`src/rtl/axi4lite_pkg.sv`:
```
// Shared AXI4-Lite response codes and FSM state types for the register target.
package axi4lite_pkg;

    localparam logic [1:0] AXI_RESP_OKAY   = 2'b00;
    localparam logic [1:0] AXI_RESP_SLVERR = 2'b10;

    typedef enum logic [1:0] {
        W_IDLE,
        W_HAVE_A,
        W_HAVE_D,
        W_RESP
    } wr_state_t;

    typedef enum logic {
        R_IDLE,
        R_RESP
    } rd_state_t;

endpackage

```
`src/rtl/axi4lite_if.sv`:
```
// AXI4-Lite bus bundle with initiator and target views.
interface axi4lite_if #(
    parameter int unsigned AWIDTH = 32,
    parameter int unsigned DWIDTH = 32
) ();

    logic [AWIDTH-1:0]   awaddr;
    logic [2:0]          awprot;
    logic                awvalid;
    logic                awready;
    logic [DWIDTH-1:0]   wdata;
    logic [DWIDTH/8-1:0] wstrb;
    logic                wvalid;
    logic                wready;
    logic [1:0]          bresp;
    logic                bvalid;
    logic                bready;
    logic [AWIDTH-1:0]   araddr;
    logic [2:0]          arprot;
    logic                arvalid;
    logic                arready;
    logic [DWIDTH-1:0]   rdata;
    logic [1:0]          rresp;
    logic                rvalid;
    logic                rready;

    modport initiator_port (
        output awaddr, awprot, awvalid, wdata, wstrb, wvalid, bready,
               araddr, arprot, arvalid, rready,
        input  awready, wready, bresp, bvalid, arready, rdata, rresp, rvalid
    );

    modport target_port (
        input  awaddr, awprot, awvalid, wdata, wstrb, wvalid, bready,
               araddr, arprot, arvalid, rready,
        output awready, wready, bresp, bvalid, arready, rdata, rresp, rvalid
    );

endinterface

```
`src/rtl/axi4lite_reg_target.sv`:
```
// AXI4-Lite register bank with flat register outputs and a hardware write port.
// Optional AXI4LITE_REG_TARGET_PROT_CHECK_EN rejects non-secure accesses to register 0.
module axi4lite_reg_target
    import axi4lite_pkg::*;
#(
    parameter int unsigned      AWIDTH    = 32,
    parameter int unsigned      DWIDTH    = 32,
    parameter int unsigned      NREGS     = 16,
    parameter logic [DWIDTH-1:0] RESET_VAL = '0
) (
    input  logic                    clk,
    input  logic                    resetn,
    axi4lite_if.target_port         s,
    output logic [NREGS*DWIDTH-1:0] regs_out,
    input  logic                    hw_we,
    input  logic [7:0]              hw_idx,
    input  logic [DWIDTH-1:0]       hw_wdata
);

    localparam int unsigned NBYTES   = DWIDTH / 8;
    localparam int unsigned ADDR_LSB = $clog2(NBYTES);

    wr_state_t w_state;
    rd_state_t r_state;

    logic [AWIDTH-1:0] aw_addr_q;
    logic [DWIDTH-1:0] w_data_q;
    logic [NBYTES-1:0] w_strb_q;

    logic aw_done_c, w_done_c, b_done_c, ar_done_c, r_done_c;
    logic              wr_fire_c;
    logic [AWIDTH-1:0] wr_addr_c;
    logic [DWIDTH-1:0] wr_data_c;
    logic [NBYTES-1:0] wr_strb_c;
    logic [AWIDTH-1:0] wr_idx_c, rd_idx_c;
    logic              wr_err_c, rd_err_c;
    logic [1:0]        wr_resp_c;
    logic [DWIDTH-1:0] rd_word_c;

    assign aw_done_c = s.awvalid & s.awready;
    assign w_done_c  = s.wvalid  & s.wready;
    assign b_done_c  = s.bvalid  & s.bready;
    assign ar_done_c = s.arvalid & s.arready;
    assign r_done_c  = s.rvalid  & s.rready;

    // Commit happens on whichever edge completes the second of the AW/W handshakes.
    always_comb begin
        wr_fire_c = 1'b0;
        wr_addr_c = aw_addr_q;
        wr_data_c = w_data_q;
        wr_strb_c = w_strb_q;
        case (w_state)
            W_IDLE: begin
                wr_fire_c = aw_done_c & w_done_c;
                wr_addr_c = s.awaddr;
                wr_data_c = s.wdata;
                wr_strb_c = s.wstrb;
            end
            W_HAVE_A: begin
                wr_fire_c = w_done_c;
                wr_data_c = s.wdata;
                wr_strb_c = s.wstrb;
            end
            W_HAVE_D: begin
                wr_fire_c = aw_done_c;
                wr_addr_c = s.awaddr;
            end
            default: ;
        endcase
    end

    assign wr_idx_c = wr_addr_c >> ADDR_LSB;
    assign rd_idx_c = s.araddr >> ADDR_LSB;

`ifdef AXI4LITE_REG_TARGET_PROT_CHECK_EN
    logic [2:0] aw_prot_q;
    logic [2:0] wr_prot_c;

    always_ff @(posedge clk) begin
        if (!resetn) begin
            aw_prot_q <= '0;
        end else if (w_state == W_IDLE && aw_done_c && !w_done_c) begin
            aw_prot_q <= s.awprot;
        end
    end

    assign wr_prot_c = (w_state == W_HAVE_A) ? aw_prot_q : s.awprot;
    assign wr_err_c  = (wr_idx_c >= AWIDTH'(NREGS)) || (wr_prot_c[1] && wr_idx_c == '0);
    assign rd_err_c  = (rd_idx_c >= AWIDTH'(NREGS)) || (s.arprot[1] && rd_idx_c == '0);
`else
    logic unused_prot;
    assign unused_prot = ^{s.awprot, s.arprot};
    assign wr_err_c    = wr_idx_c >= AWIDTH'(NREGS);
    assign rd_err_c    = rd_idx_c >= AWIDTH'(NREGS);
`endif

    assign wr_resp_c = wr_err_c ? AXI_RESP_SLVERR : AXI_RESP_OKAY;

    always_comb begin
        rd_word_c = '0;
        for (int unsigned i = 0; i < NREGS; i++) begin
            if (rd_idx_c == AWIDTH'(i)) rd_word_c = regs_out[i*DWIDTH +: DWIDTH];
        end
    end

    // Write channel FSM.
    always_ff @(posedge clk) begin
        if (!resetn) begin
            w_state   <= W_IDLE;
            s.awready <= 1'b0;
            s.wready  <= 1'b0;
            s.bvalid  <= 1'b0;
            s.bresp   <= AXI_RESP_OKAY;
            aw_addr_q <= '0;
            w_data_q  <= '0;
            w_strb_q  <= '0;
        end else begin
            case (w_state)
                W_IDLE: begin
                    s.awready <= 1'b1;
                    s.wready  <= 1'b1;
                    if (aw_done_c && w_done_c) begin
                        s.awready <= 1'b0;
                        s.wready  <= 1'b0;
                        s.bvalid  <= 1'b1;
                        s.bresp   <= wr_resp_c;
                        w_state   <= W_RESP;
                    end else if (aw_done_c) begin
                        aw_addr_q <= s.awaddr;
                        s.awready <= 1'b0;
                        w_state   <= W_HAVE_A;
                    end else if (w_done_c) begin
                        w_data_q <= s.wdata;
                        w_strb_q <= s.wstrb;
                        s.wready <= 1'b0;
                        w_state  <= W_HAVE_D;
                    end
                end
                W_HAVE_A: begin
                    if (w_done_c) begin
                        s.wready <= 1'b0;
                        s.bvalid <= 1'b1;
                        s.bresp  <= wr_resp_c;
                        w_state  <= W_RESP;
                    end
                end
                W_HAVE_D: begin
                    if (aw_done_c) begin
                        s.awready <= 1'b0;
                        s.bvalid  <= 1'b1;
                        s.bresp   <= wr_resp_c;
                        w_state   <= W_RESP;
                    end
                end
                W_RESP: begin
                    if (b_done_c) begin
                        s.bvalid  <= 1'b0;
                        s.awready <= 1'b1;
                        s.wready  <= 1'b1;
                        w_state   <= W_IDLE;
                    end
                end
                default: w_state <= W_IDLE;
            endcase
        end
    end

    // Read channel FSM; samples the register before any same-edge update.
    always_ff @(posedge clk) begin
        if (!resetn) begin
            r_state   <= R_IDLE;
            s.arready <= 1'b0;
            s.rvalid  <= 1'b0;
            s.rresp   <= AXI_RESP_OKAY;
            s.rdata   <= '0;
        end else begin
            case (r_state)
                R_IDLE: begin
                    s.arready <= 1'b1;
                    if (ar_done_c) begin
                        s.arready <= 1'b0;
                        s.rvalid  <= 1'b1;
                        s.rresp   <= rd_err_c ? AXI_RESP_SLVERR : AXI_RESP_OKAY;
                        s.rdata   <= rd_err_c ? '0 : rd_word_c;
                        r_state   <= R_RESP;
                    end
                end
                R_RESP: begin
                    if (r_done_c) begin
                        s.rvalid  <= 1'b0;
                        s.arready <= 1'b1;
                        r_state   <= R_IDLE;
                    end
                end
                default: r_state <= R_IDLE;
            endcase
        end
    end

    // Register array: an AXI commit owns the whole word, so a same-index hw write is dropped.
    always_ff @(posedge clk) begin
        if (!resetn) begin
            regs_out <= {NREGS{RESET_VAL}};
        end else begin
            for (int unsigned i = 0; i < NREGS; i++) begin
                if (wr_fire_c && !wr_err_c && wr_idx_c == AWIDTH'(i)) begin
                    for (int unsigned b = 0; b < NBYTES; b++) begin
                        if (wr_strb_c[b]) regs_out[i*DWIDTH + b*8 +: 8] <= wr_data_c[b*8 +: 8];
                    end
                end else if (hw_we && 32'(hw_idx) == i) begin
                    regs_out[i*DWIDTH +: DWIDTH] <= hw_wdata;
                end
            end
        end
    end

endmodule

```
`src/flat_wrapper.sv`:
```
// flat-port wrapper written by rule: the top's interface ports become plain ports
module axi4lite_reg_target_flat import axi4lite_pkg::*;
#(
    parameter int unsigned      AWIDTH    = 32,
    parameter int unsigned      DWIDTH    = 32,
    parameter int unsigned      NREGS     = 16,
    parameter logic [DWIDTH-1:0] RESET_VAL = '0
)
  (clk, resetn, regs_out, hw_we, hw_idx, hw_wdata, s_awaddr, s_awprot, s_awvalid, s_wdata, s_wstrb, s_wvalid, s_bready, s_araddr, s_arprot, s_arvalid, s_rready, s_awready, s_wready, s_bresp, s_bvalid, s_arready, s_rdata, s_rresp, s_rvalid);
  axi4lite_if #(.AWIDTH(AWIDTH), .DWIDTH(DWIDTH)) s_i ();
  input  logic clk;
  input  logic resetn;
  output logic [NREGS*DWIDTH-1:0] regs_out;
  input  logic hw_we;
  input  logic [7:0] hw_idx;
  input  logic [DWIDTH-1:0] hw_wdata;
  input wire logic [$bits(s_i.awaddr)-1:0] s_awaddr;
  input wire logic [$bits(s_i.awprot)-1:0] s_awprot;
  input wire logic [$bits(s_i.awvalid)-1:0] s_awvalid;
  input wire logic [$bits(s_i.wdata)-1:0] s_wdata;
  input wire logic [$bits(s_i.wstrb)-1:0] s_wstrb;
  input wire logic [$bits(s_i.wvalid)-1:0] s_wvalid;
  input wire logic [$bits(s_i.bready)-1:0] s_bready;
  input wire logic [$bits(s_i.araddr)-1:0] s_araddr;
  input wire logic [$bits(s_i.arprot)-1:0] s_arprot;
  input wire logic [$bits(s_i.arvalid)-1:0] s_arvalid;
  input wire logic [$bits(s_i.rready)-1:0] s_rready;
  output wire logic [$bits(s_i.awready)-1:0] s_awready;
  output wire logic [$bits(s_i.wready)-1:0] s_wready;
  output wire logic [$bits(s_i.bresp)-1:0] s_bresp;
  output wire logic [$bits(s_i.bvalid)-1:0] s_bvalid;
  output wire logic [$bits(s_i.arready)-1:0] s_arready;
  output wire logic [$bits(s_i.rdata)-1:0] s_rdata;
  output wire logic [$bits(s_i.rresp)-1:0] s_rresp;
  output wire logic [$bits(s_i.rvalid)-1:0] s_rvalid;
  assign s_i.awaddr = s_awaddr;
  assign s_i.awprot = s_awprot;
  assign s_i.awvalid = s_awvalid;
  assign s_i.wdata = s_wdata;
  assign s_i.wstrb = s_wstrb;
  assign s_i.wvalid = s_wvalid;
  assign s_i.bready = s_bready;
  assign s_i.araddr = s_araddr;
  assign s_i.arprot = s_arprot;
  assign s_i.arvalid = s_arvalid;
  assign s_i.rready = s_rready;
  assign s_awready = s_i.awready;
  assign s_wready = s_i.wready;
  assign s_bresp = s_i.bresp;
  assign s_bvalid = s_i.bvalid;
  assign s_arready = s_i.arready;
  assign s_rdata = s_i.rdata;
  assign s_rresp = s_i.rresp;
  assign s_rvalid = s_i.rvalid;
  axi4lite_reg_target #(.AWIDTH(AWIDTH), .DWIDTH(DWIDTH), .NREGS(NREGS), .RESET_VAL(RESET_VAL)) u_core (.clk(clk), .resetn(resetn), .s(s_i), .regs_out(regs_out), .hw_we(hw_we), .hw_idx(hw_idx), .hw_wdata(hw_wdata));
endmodule
```
`config.mk`:
```
export PLATFORM = sky130hd
export DESIGN_NAME = axi4lite_reg_target_flat
export DESIGN_NICKNAME = d
export VERILOG_FILES = /design/src/rtl/axi4lite_pkg.sv /design/src/rtl/axi4lite_if.sv /design/src/rtl/axi4lite_reg_target.sv /design/src/flat_wrapper.sv
export SDC_FILE = /design/constraint.sdc
export NUM_CORES = 2
export LEC_CHECK = 0
export BUFFER_PORTS_ARGS = -buffer_cell sky130_fd_sc_hd__buf_2
export CAP_MARGIN = 15
export CORE_AREA = 2 2 277 279
export CTS_BUF_LIST = sky130_fd_sc_hd__clkbuf_8
export DETAILED_ROUTE_END_ITERATION = 10
export DIE_AREA = 0 0 279 281
export PLACE_DENSITY = 0.61
export SYNTH_ARGS = -nofsm -noshare
export SYNTH_HDL_FRONTEND = slang
export SYNTH_SLANG_ARGS = --single-unit
```
`constraint.sdc`:
```
create_clock -name clk -period 2.9 [get_ports clk]
set_input_delay 0.145 -clock clk [delete_from_list [all_inputs] [get_ports clk]]
set_output_delay 0.145 -clock clk [all_outputs]
set_load 0.02 [all_outputs]
```
==> results.py <==
metrics = {
    "outcome": {
        "status": "finished clean",
    },
    "pwr": {
        "irDropWorstVdd_mv": 0.294,
        "power_uw": 21000,
        "power.density_mw_per_mm2": 513,
        "leakagePower_uw": 0.0171,
    },
    "critical_path": {
        "regToRegSetupSlack_ns": 0.09,
        "worst-path-buf-inv": 3,
        "regToRegStartpoint": "u_core.w_state[1]$_SDFFE_PN0P_",
        "cp-end-kind": "register",
        "slowest_stage": "mux2i_2",
        "r2r.worst_path.cells": 10,
        "cp_cell_sequence": "dlygate4sd3_1 -> buf_2 -> or4_4 -> or4_4 -> o21ai_4 -> buf_4 -> nand4_4 -> nor2_4 -> mux2i_2 -> a221o_1",
        "slowest_delay_ns": 0.60,
        "timing.rr.end": "u_core.regs_out[161]$_SDFFE_PN0P_",
        "startpoint_type": "input pin",
        "crit_start": "s_awaddr[20]",
        "arrival_ns": 3.49,
        "crit_fanout": 8,
        "cp_top_family": "simple AND/OR/NAND/NOR gates",
        "path_class": "input pin to register",
        "cp.required_ns": 3.57,
        "crit_top_cell": "or4_4",
    },
    "timing": {
        "min_period_ns": 2.82,
        "clock.fmax_mhz": 355,
        "fin_skew_ns": 0.0600,
        "worst_slew_pin_slew_ns": 1.07,
        "fin_ws_ns": 0.0837,
        "setup_viol": 0,
        "maxSlewViolCount": 0,
        "hold_viol": 0,
        "slew_headroom": 0.286,
        "period_share": 0.971,
    },
    "floorplanning": {
        "core_sq_mm": 0.0754,
        "num_io_pins": 707,
        "start_util": 0.399,
        "die_h_um": 281,
        "core.rowCount": 101,
        "die_w_um": 279,
        "die-area_sq_mm": 0.0784,
    },
    "flow_run": {
        "cap_viol_max_count": 0,
    },
    "finish": {
        "drive_above_1_share": 0.310,
        "most-common-layout-cells": "buf_2 (691), dfxtp_1 (618), nor3_1 (529)",
        "final_common_cell": "buf_2",
        "nNetsFinal": 4440,
        "syn_to_final_growth_pct": 36.1,
        "post-route-util": 0.543,
    },
    "cts": {
        "insertion_delay_ns": 0.78,
        "clk_pin_slew_ns": 0.06,
        "htreeDepth": 3,
        "cts_tree": "done",
        "cts_sinks": 620,
        "cts_inserted_buffers": 108,
        "cts_buffer_depth": 3,
        "cts-root-buf": "clkbuf_8",
    },
    "detailed_routing": {
        "post-route-drc-count": 0,
        "drt-initial-drc-count": 6382,
        "drt-vias-per-instance": 6.96,
        "wire_per_inst_um": 34.8,
        "wirelength_um": 186000,
        "drt_pass1_iterations": 9,
        "detail-route-antenna-nets": 0,
        "vias": 37100,
    },
    "global_route": {
        "grt_usage": 0.454,
        "antenna_found_initial": 17,
        "grt_pass1_wl_um": 256000,
        "grt_pass1_vias": 34100,
        "grt_max_degree": 74,
        "grt-ovfl-total": 0,
    },
    "yosys": {
        "yosysSeqAreaShare": 0.413,
        "syn-cell-area_sq_mm": 0.0301,
        "synth-seq-cells": 620,
        "synth_top_family_by_area": "compound AO/OA/AOI/OAI gates",
        "yosys_warnings": 0,
        "synth_edf_count": 0,
        "synth_xor_area_frac": 0,
        "synth.distinct_cells": 74,
        "synthSimpleGateAreaFrac": 0.192,
        "synthAdderAreaFrac": 0.00291,
        "ys.flop_type": "dfxtp_1",
        "synthMuxAreaShare": 0.0638,
        "syn_inst": 3344,
        "postSynthAreaPerCell_sq_um": 9.00,
        "synth-compound-area-share": 0.271,
        "postSynth.asyncResetShare": 0,
    },
    "min_path": {
        "hold_depth": 4,
        "hold_class": "input pin to register",
        "hp-start": "hw_wdata[23]",
        "min_to": "u_core.regs_out[503]$_SDFFE_PN0P_",
    },
    "place": {
        "routabilityCongestion": 1.05,
        "hpwl_um": 134000,
        "io_buffers": 694,
        "dp_slack_ns": -0.236,
    },
}
metrics by stage:
stage | std cells | instance area [sq um] | hold WS [ns] | TNS [ns]
after floorplan | 3345 | 30100 | 0.244 | -8.59
after global placement | 5032 | 37400 | 0.383 | -28.48
after detailed placement | 5032 | 37400 | 0.391 | -37.49
after CTS | 5324 | 40800 | 0.00314 | 0
after global routing | 5335 | 40900 | 0.0604 | -0.0383
final | 5340 | 40900 | 0.0459 | 0
power breakdown:
group / leakage, uW / internal, uW / total [uW] / switching, uW
Combinational: 0.0108 / 1330 / 3820 / 2500
Sequential: 0.00500 / 8690 / 8810 / 123
Clock: 0.00123 / 4370 / 8390 / 4020
final cells by class:
class	instances	area (sq um)
Sequential cell	620	12400
Inverter	16	66.3
Multi-Input combinational cell	2373	16200
Tap cell	978	1220
Clock buffer	128	1760
Timing Repair Buffer	1160	8840
Clock inverter	55	390
Antenna cell	10	25.0
Fill cell	7057	34500
worst max-delay path by stage:
stage / end / slack (ns) / cells past startpoint
floorplan: u_core.regs_out[482]$_SDFFE_PN0P_ / -0.09 / 11
global placement: u_core.regs_out[113]$_SDFFE_PN0P_ / -0.19 / 9
detailed placement: u_core.regs_out[113]$_SDFFE_PN0P_ / -0.24 / 11
CTS: u_core.regs_out[429]$_SDFFE_PN0P_ / 0.002 / 12
global route: u_core.regs_out[40]$_SDFFE_PN0P_ / -0.02 / 11
finish: u_core.regs_out[161]$_SDFFE_PN0P_ / 0.08 / 10
cells by family after synthesis:
family | count (synthesis)
buffers and inverters | 352
AO/OA/AOI/OAI | 994
multiplexers | 150
adder cells (fa/ha/maj) | 7
AND/OR/NAND/NOR | 1220
flip-flops | 620
other | 1
worst min-delay path: stages:
cell	delay [ns]
buf_2	0.17
nand2_1	0.18
nor3_1	0.17
a221o_1	0.12
synth_stat cells, types with 12 or more instances:
library cell	count	area, sq um
a221o_1	517	5170
buf_2	61	305
mux2i_1	95	951
nor3_1	532	2660
nor2_4	12	135
nor4_1	22	138
o22ai_1	25	156
nor2_1	87	327
clkbuf_1	194	728
dfxtp_1	620	12400
o21ai_0	117	586
buf_1	13	48.8
nand4_1	13	81.3
a31oi_1	17	106
inv_1	14	52.6
buf_4	49	368
a221oi_1	15	131
a21oi_1	156	781
a22oi_1	29	218
nand2b_1	14	87.6
mux2_2	24	270
a211oi_1	16	120
nand3_1	27	135
nand2_1	450	1690
mux4_2	31	698
buf_6	19	214
registers in the layout (all words and copies together), names as in the netlist:
signal	flops
u_core.aw_addr_q	30
u_core.w_data_q	32
u_core.s.rresp	1
u_core.s.arready	1
u_core.s.rdata	32
u_core.w_strb_q	4
u_core.w_state	2
u_core.s.wready	1
u_core.s.awready	1
u_core.s.bresp	1
u_core.s.rvalid	1
u_core.r_state	1
u_core.regs_out	512
u_core.s.bvalid	1
per-layer routing:
layer  track usage  wire length, um  share of wire  vias to the layer above
met4         0.335            16500          0.089                       14
met3         0.151            27600           0.15                      900
li1              -                -              -                    15000
met2         0.677            78000           0.42                     3642
met1         0.547            63900           0.34                    17600
met5             0               88        0.00047                        -
timing repair:
item | 4_1_cts | 5_1_grt
setup endpoints to repair | 388 | 422
gates resized for setup | 17 | 23
hold buffers | 100 | 0
buffers inserted | 9 | 8
pin swaps | 9 | 12
hold endpoints to repair | 472 | 0
(Power assumes the default switching activity.)
